[src/rtl/move_queue_ctrl.sv]
// move_queue_ctrl: producer side of the DDA move buffer ring.
// Writes accepted moves into free slots, arms them by toggling the slot's
// stepready bit, retires slots on move_done toggles, and exposes the slot the
// sequencer is currently indexing. Handles abort/drain and sticky faults.
module move_queue_ctrl #(
    parameter int buffer_bits        = 2,
    parameter int buffer_size        = 4,
    parameter int move_duration_bits = 32,
    parameter int payload_bits       = 64
) (
    input  logic                          clk,
    input  logic                          resetn,
    input  logic                          cmd_valid,
    output logic                          cmd_ready,
    input  logic [move_duration_bits-1:0] cmd_duration,
    input  logic [payload_bits-1:0]       cmd_payload,
    input  logic                          abort,
    input  logic                          run,
    input  logic                          clear_fault,
    input  logic [buffer_bits-1:0]        moveind,
    input  logic                          move_done,
    output logic [buffer_size-1:0]        stepready,
    output logic [move_duration_bits-1:0] move_duration,
    output logic [payload_bits-1:0]       move_payload,
    output logic [buffer_bits:0]          count,
    output logic                          empty,
    output logic                          full,
    output logic                          abort_done,
    output logic                          underrun,
    output logic                          seq_error
);

    localparam logic [buffer_bits:0]   CNT_MAX_C  = (buffer_bits+1)'(buffer_size);
    localparam logic [buffer_bits:0]   CNT_ONE_C  = (buffer_bits+1)'(1);
    localparam logic [buffer_bits:0]   CNT_ZERO_C = (buffer_bits+1)'(0);
    localparam logic [buffer_bits-1:0] PTR_ONE_C  = (buffer_bits)'(1);

    typedef enum logic [1:0] {
        ST_IDLE  = 2'b00,
        ST_RUN   = 2'b01,
        ST_DRAIN = 2'b10
    } state_e;

    state_e                  state_q, state_d;
    logic [buffer_bits-1:0]  wr_ptr_q, wr_ptr_d;
    logic [buffer_bits-1:0]  rd_ptr_q, rd_ptr_d;
    logic [buffer_bits:0]    count_q, count_d;
    logic [buffer_size-1:0]  stepready_q, stepready_d;
    logic                    move_done_q;
    logic                    underrun_q, underrun_d;
    logic                    seq_error_q, seq_error_d;

    // Slot storage is deliberately left unreset.
    logic [move_duration_bits-1:0] dur_mem [buffer_size];
    logic [payload_bits-1:0]       pay_mem [buffer_size];

    logic cmd_ready_s;
    logic accept_s;
    logic compl_s;
    logic abort_done_s;
    logic seq_set_s;
    logic under_set_s;
    logic [buffer_bits-1:0] rd_next_s;

    // Handshake, completion edge and fault-set conditions.
    always_comb begin
        cmd_ready_s  = resetn & ~abort & (state_q != ST_DRAIN) & (count_q < CNT_MAX_C);
        accept_s     = cmd_valid & cmd_ready_s;
        compl_s      = move_done ^ move_done_q;
        rd_next_s    = rd_ptr_q + PTR_ONE_C;
        abort_done_s = resetn & (state_q == ST_DRAIN) & (count_q == CNT_ZERO_C);
        // A completion with nothing queued, or out of ring order, is a sequencing fault.
        seq_set_s    = compl_s & ((moveind != rd_next_s) | (count_q == CNT_ZERO_C));
        under_set_s  = compl_s & ~accept_s & run & (count_q == CNT_ONE_C);
    end

    // Next-state for pointers, occupancy, arm toggles and sticky flags.
    always_comb begin
        wr_ptr_d    = wr_ptr_q;
        rd_ptr_d    = rd_ptr_q;
        count_d     = count_q;
        stepready_d = stepready_q;
        if (accept_s) begin
            wr_ptr_d              = wr_ptr_q + PTR_ONE_C;
            stepready_d[wr_ptr_q] = ~stepready_q[wr_ptr_q];
        end else begin
            wr_ptr_d = wr_ptr_q;
        end
        if (compl_s) begin
            rd_ptr_d = rd_next_s;
        end else begin
            rd_ptr_d = rd_ptr_q;
        end
        case ({accept_s, compl_s})
            2'b10: count_d = count_q + CNT_ONE_C;
            2'b01: begin
                // Saturate at zero on a spurious completion.
                if (count_q == CNT_ZERO_C) begin
                    count_d = count_q;
                end else begin
                    count_d = count_q - CNT_ONE_C;
                end
            end
            default: count_d = count_q;
        endcase
        // Set events override a simultaneous clear.
        underrun_d  = under_set_s | (underrun_q & ~clear_fault);
        seq_error_d = seq_set_s | (seq_error_q & ~clear_fault);
    end

    // Queue state machine next-state logic.
    always_comb begin
        state_d = state_q;
        case (state_q)
            ST_IDLE: begin
                if (abort) begin
                    state_d = ST_DRAIN;
                end else if (accept_s) begin
                    state_d = ST_RUN;
                end else begin
                    state_d = ST_IDLE;
                end
            end
            ST_RUN: begin
                if (abort) begin
                    state_d = ST_DRAIN;
                end else if (count_d == CNT_ZERO_C) begin
                    state_d = ST_IDLE;
                end else begin
                    state_d = ST_RUN;
                end
            end
            ST_DRAIN: begin
                if (count_q == CNT_ZERO_C) begin
                    state_d = ST_IDLE;
                end else begin
                    state_d = ST_DRAIN;
                end
            end
            default: state_d = ST_IDLE;
        endcase
    end

    // Control registers with synchronous active-low reset.
    always_ff @(posedge clk) begin
        if (!resetn) begin
            state_q     <= ST_IDLE;
            wr_ptr_q    <= '0;
            rd_ptr_q    <= '0;
            count_q     <= '0;
            stepready_q <= '0;
            move_done_q <= 1'b0;
            underrun_q  <= 1'b0;
            seq_error_q <= 1'b0;
        end else begin
            state_q     <= state_d;
            wr_ptr_q    <= wr_ptr_d;
            rd_ptr_q    <= rd_ptr_d;
            count_q     <= count_d;
            stepready_q <= stepready_d;
            move_done_q <= move_done;
            underrun_q  <= underrun_d;
            seq_error_q <= seq_error_d;
        end
    end

    // Slot write on accept; only free slots are ever accepted.
    always_ff @(posedge clk) begin
        if (accept_s) begin
            dur_mem[wr_ptr_q] <= cmd_duration;
            pay_mem[wr_ptr_q] <= cmd_payload;
        end
    end

    assign cmd_ready     = cmd_ready_s;
    assign stepready     = stepready_q;
    assign move_duration = dur_mem[moveind];
    assign move_payload  = pay_mem[moveind];
    assign count         = count_q;
    assign empty         = (count_q == CNT_ZERO_C);
    assign full          = (count_q == CNT_MAX_C);
    assign abort_done    = abort_done_s;
    assign underrun      = underrun_q;
    assign seq_error     = seq_error_q;

endmodule

[config.mk]
export PLATFORM = sky130hd
export DESIGN_NAME = move_queue_ctrl
export DESIGN_NICKNAME = d
export VERILOG_FILES = /design/src/rtl/move_queue_ctrl.sv
export SDC_FILE = /design/constraint.sdc
export NUM_CORES = 1
export LEC_CHECK = 0
export BUFFER_PORTS_ARGS = -buffer_cell sky130_fd_sc_hd__buf_4
export CAP_MARGIN = 20
export CORE_ASPECT_RATIO = 1.4
export CORE_MARGIN = 4
export CORE_UTILIZATION = 35
export CTS_BUF_LIST = sky130_fd_sc_hd__clkbuf_4
export DETAILED_ROUTE_END_ITERATION = 7
export GPL_ROUTABILITY_DRIVEN = 0
export GPL_TIMING_DRIVEN = 0
export PLACE_DENSITY = 0.64
export SLEW_MARGIN = 15
export SYNTH_ARGS = -nofsm -noshare
export SYNTH_HDL_FRONTEND = slang
export SYNTH_SLANG_ARGS = --single-unit
[constraint.sdc]
create_clock -name clk -period 5.04 [get_ports clk]
set_input_delay 0.504 -clock clk [delete_from_list [all_inputs] [get_ports clk]]
set_output_delay 0.504 -clock clk [all_outputs]
set_load 0.005 [all_outputs]
# Word-level counts from Yosys, hierarchy flattened
# Memories as Yosys holds them, arrays and structs flattened.
# Index checks and enable logic that the tools add are counted.
dict set report classes {
  add_sub_neg 4
  n_lt_le_gt_ge 3
  eq_ne 8
  mux 15
  n_bitwise 20
  reduce_logical 4
}
# cell n
set op_table {}
lappend op_table {{1-bit AND} 12}
lappend op_table {{3-bit zero test} 2}
lappend op_table {{1-bit 2-to-1 mux} 6}
lappend op_table {{2-bit 2-to-1 mux} 3}
lappend op_table {{2-bit one-hot mux with 3 select lines} 1}
lappend op_table {{3-bit one-hot mux with 2 select lines} 1}
lappend op_table {{2-bit by 1-bit adder with 2-bit output, second input constant} 2}
lappend op_table {{4-bit bitwise mux} 1}
lappend op_table {{2-bit by 1-bit == test with 1-bit output, second input constant} 2}
lappend op_table {{2-bit == test, second input constant} 2}
lappend op_table {{1-bit inverter} 4}
lappend op_table {{3-bit by 1-bit adder with 3-bit output, second input constant} 1}
lappend op_table {{3-bit by 1-bit == test with 1-bit output, second input constant} 1}
lappend op_table {{3-bit == test, second input constant} 1}
lappend op_table {{2-bit by 3-bit < comparator with 1-bit output, second input constant} 1}
lappend op_table {{3-bit < comparator, second input constant} 1}
lappend op_table {{3-bit 2-to-1 mux} 1}
lappend op_table {{1-bit OR} 3}
lappend op_table {{3-bit by 1-bit subtractor with 3-bit output, second input constant} 1}
lappend op_table {{1-bit binary-select mux with 2-bit select} 1}
lappend op_table {{1-bit demux with 2-bit select} 1}
lappend op_table {{2-bit by 1-bit greater-or-equal comparator with 1-bit output, second input constant} 1}
lappend op_table {{2-bit zero test} 1}
lappend op_table {{2-bit inequality test} 1}
lappend op_table {{3 further kinds} 3}
dict set report totals {
  ff_bits 16
  ramBits 384
  output_inout_bits 109
  n_memories 2
}
# name words word_bits read_ports rd_ports_with_merged_regs write_ports line
set memory_table {}
lappend memory_table {pay_mem 4 64 1 0 1 55} ;# logic [payload_bits-1:0] pay_mem [buffer_size];
lappend memory_table {dur_mem 4 32 1 0 1 54} ;# logic [move_duration_bits-1:0] dur_mem [buffer_size];

# Longest topological paths before layout
dict set report depth {
  word_depth 11
  mapped_depth 9
}

# Worst setup path after synthesis
# Ideal clock, no wire load.
dict set report synth_path {
  path_kind {input port to flip-flop}
  start {in abort}
  end {mem dur_mem[3][0] (enable)}
  arrival_time_ps 2403
  setup_slack_ps 2223
  stages 4
  path_buffers 1
  cell_sequence {nand2b_2 -> nor4b_4 -> buf_6 -> and2_2}
}
dict set report synth_via {
  elab_chain_cells 7
}
# element line
set synth_rtl {}
lappend synth_rtl {{start, declared} 17} ;# input logic abort,
lappend synth_rtl {{1-bit inverter} 67} ;# cmd_ready_s = resetn & ~abort & (state_q != ST_DRAIN) & (count_q < CNT_MAX_C);
lappend synth_rtl {{1-bit AND (3 in a row)} 67}
lappend synth_rtl {{1-bit AND} 68} ;# accept_s = cmd_valid & cmd_ready_s;
lappend synth_rtl {{net accept_s} 58} ;# logic accept_s;
lappend synth_rtl {{1-bit 2-to-1 mux} 169} ;# if (accept_s) begin
lappend synth_rtl {{1-bit 2-to-1 mux (not written as such)} 170} ;# dur_mem[wr_ptr_q] <= cmd_duration;
lappend synth_rtl {{end, declared} 54}
# The timed path passes the listed nets, and every way through them passes these cells.

# Final worst setup path
dict set report layout_path {
  start {reg count_q[0], in the netlist count[0]}
  end {out abort_done}
}
dict set report layout_via {
  elab_chain_cells 2
}
# element line
set layout_rtl {}
lappend layout_rtl {{start, declared} 47} ;# logic [buffer_bits:0] count_q, count_d;
lappend layout_rtl {{start signal, assigned} 159} ;# count_q <= count_d;
lappend layout_rtl {{3-bit zero test} 71} ;# abort_done_s = resetn & (state_q == ST_DRAIN) & (count_q == CNT_ZERO_C);
lappend layout_rtl {{1-bit AND} 71}
lappend layout_rtl {{end, declared} 28} ;# output logic abort_done,
# No other way between the ends.

==> reports/qor.csv <==
metric,value,unit
Sink Count,400,
"Clk Latency, worst-skew pair",0.73,ns
"Hold Vio Cnt, Final",0,
post-synthesis cell area,14800,sq um
Slew @ Worst Pin,0.713,ns
"commonest non-fill, non-tap cells in the layout","edfxtp_1, buf_4, clkbuf_4",
max frequency,383,MHz
row cnt,88,
Die Y,252,um
critical setup path kind,reg2out,
syn avg cell area,24.4,sq um
placed cell area,17300,sq um
syn nets,722,
die width,182,um
Worst Path Required,4.54,ns
critical path's slowest cell,dfxtp_1,
GRT Residual Overflow,0,
Vias/cell,4.64,
Synth Register Bits,400,
Max-Slew Margin vs Limit,52.5,%
"area leader, netlist",edfxtp_1,
largest net degree at the start of global routing,47,
Max VDD drop,0.211,mV
setup TNS,0,ns
clock buffer depth,3,
Max H-tree Level,3,
Initial Util,35.7,%
initial antenna violation count,4,
post-route cell area,19600,sq um
Starting DRT DRC Count,268,
CTS Buf Count,94,
Crit. End Element,output pin,
Root Buffer Master,clkbuf_4,
synth top area cells,"edfxtp_1, mux4_2, dfxtp_1, ha_1, buf_2",
CORE AREA,41500,sq um
DR vias,7628,
final net count,1138,
DR pass1 iterations,4,
Worst Path Arrival,2.11,ns
Mapped Cells,607,
status,"finished, final reports clean",
period utilization,51.9,%
Layout Skew,0.0325,ns
crit path max fanout,6,
maxcap violations,0,
layout cell share with drive strength beyond 1,45.7,%
Syn. warnings,0,
IO Count,214,
# DRC,0,
final worst slack,2.43,ns
static leakage,6.83,nW
Final setup viols,0,
Clock transition at path regs,0.05,ns
"Cell Chain, Critical Path",inv_1 -> ha_1 -> nand2b_1 -> inv_2 -> and3_2 -> buf_4,
post-cts sizing count,0,
Pwr Density,345,nW/um^2
Placed Instances,1366,
Critical Path Max Stage Delay,0.45,ns
gr usage total,13.9,%
max-slew violation count,0,
min cycle time layout,2.61,ns
die area,45800,sq um
wire per inst,19.1,um
CTS tree,yes,
vias in the first global route,8742,
final std cells w/o fill,1644,
Hold Crit Class,in2reg,
global-route wire length before repair,48900,um
total length of routed wires,31400,um
Critical Path Start Type,flip-flop,
post-route ant nets,0,
"commonest non-fill, non-tap cell in the layout",edfxtp_1,
port bufs,211,
Synth cell types,38,
Layout Area Growth over Synthesis,32.0,%
register area share after synthesis,79.9,%
top-area cell type share of the netlist area,77.8,%
HPWL Detailed,19600,um
Place WS,2.37,ns
RSZ-0062 raised after global routing,false,
## cell type report
type	count	area [sq um]
inverters	9	33.8
diodes	4	10.0
plain buffers	24	144
repair buffers	320	2810
clock buffers	142	1070
well taps	540	676
flip-flops and latches	400	11900
clock inverters	31	185
fillers	3455	21900
multi-input cells	174	2800
## where the power goes
group / internal [W] / switching, W / leakage (nW)
clock: 0.00139 / 0.00121 / 0.734
sequential: 0.00368 / 0.0000113 / 3.60
combinational: 0.000263 / 0.000195 / 2.50
## synth_stat cells (all sizes together)
cell and number:
and2 6, o21ai 5, o31a 1, nand4b 1
a21oi 10, clkbuf 5, mux2i 2, edfxtp 384
nand2b 7, o21a 1, ha 10, mux4 97
xnor2 2, nor2 8, and3b 1, nor3b 1
a31oi 2, buf 19, dfxtp 16, a211oi 4
a221oi 1, nor4b 1, nand2 3, nor3 1
xor2 2, nor2b 6, and3 2, inv 9
## flip-flops by register name, indices dropped and copies added, names as in the netlist
register / cells
pay_mem: 256
dur_mem: 128
stepready: 4
count: 3
rd_ptr_q: 2
state_q: 2
wr_ptr_q: 2
move_done_q: 1
seq_error: 1
underrun: 1
## through the flow
step	power (W)	hold WS (ns)	util, %
2_1_floorplan	0.00394	0.461	-
3_3_place_gp	0.00415	0.469	41.2
3_5_place_dp	0.00416	0.475	41.7
4_1_cts	0.00688	0.0203	47.1
5_1_grt	0.00712	0.0625	47.1
6_report	0.00676	0.133	47.2
## final timing paths
check,startpoint,to,slack [ns],cells past startpoint
min,abort,state_q[1],0.13,4
min reg2reg,seq_error,seq_error,0.48,2
max reg2reg,count[2],underrun,2.74,7
max,count[0],abort_done,2.43,6
## cell families (layout without fill, tap and decap cells)
| kind of cell | Yosys count | in the layout | share of synthesized area (%) |
|---|---|---|---|
| AND/OR/NAND/NOR | 37 | 37 | 1.64 |
| other | 0 | 4 | 0 |
| adder cells (fa/ha/maj) | 10 | 10 | 0.844 |
| buffers and inverters | 33 | 526 | 1.20 |
| XOR/XNOR | 4 | 4 | 0.236 |
| multiplexers | 99 | 99 | 14.9 |
| AO/OA/AOI/OAI | 24 | 24 | 1.27 |
| flip-flops | 400 | 400 | 79.9 |
## what timing repair did
action / CTS / global route
endpoints found under the hold margin: 388 / 0
hold buffers: 101 / 0
buffers inserted: 0 / 0
## critical path, delay by kind of cell (launching register included)
kind                     cells  cell delay (ns)
flip-flops                   1             0.45
AND/OR/NAND/NOR              2             0.36
buffers and inverters        3             0.31
adder cells (fa/ha/maj)      1             0.26
## routing by layer
metal	up-vias	global-route usage, %	share of wire [%]
met5	-	0	0.086
met4	4	5.34	2.5
met3	65	4.43	5.8
met2	213	25.0	54
met1	3890	15.2	38
li1	3456	-	-
Note: power is estimated with default switching activity, not from simulation.
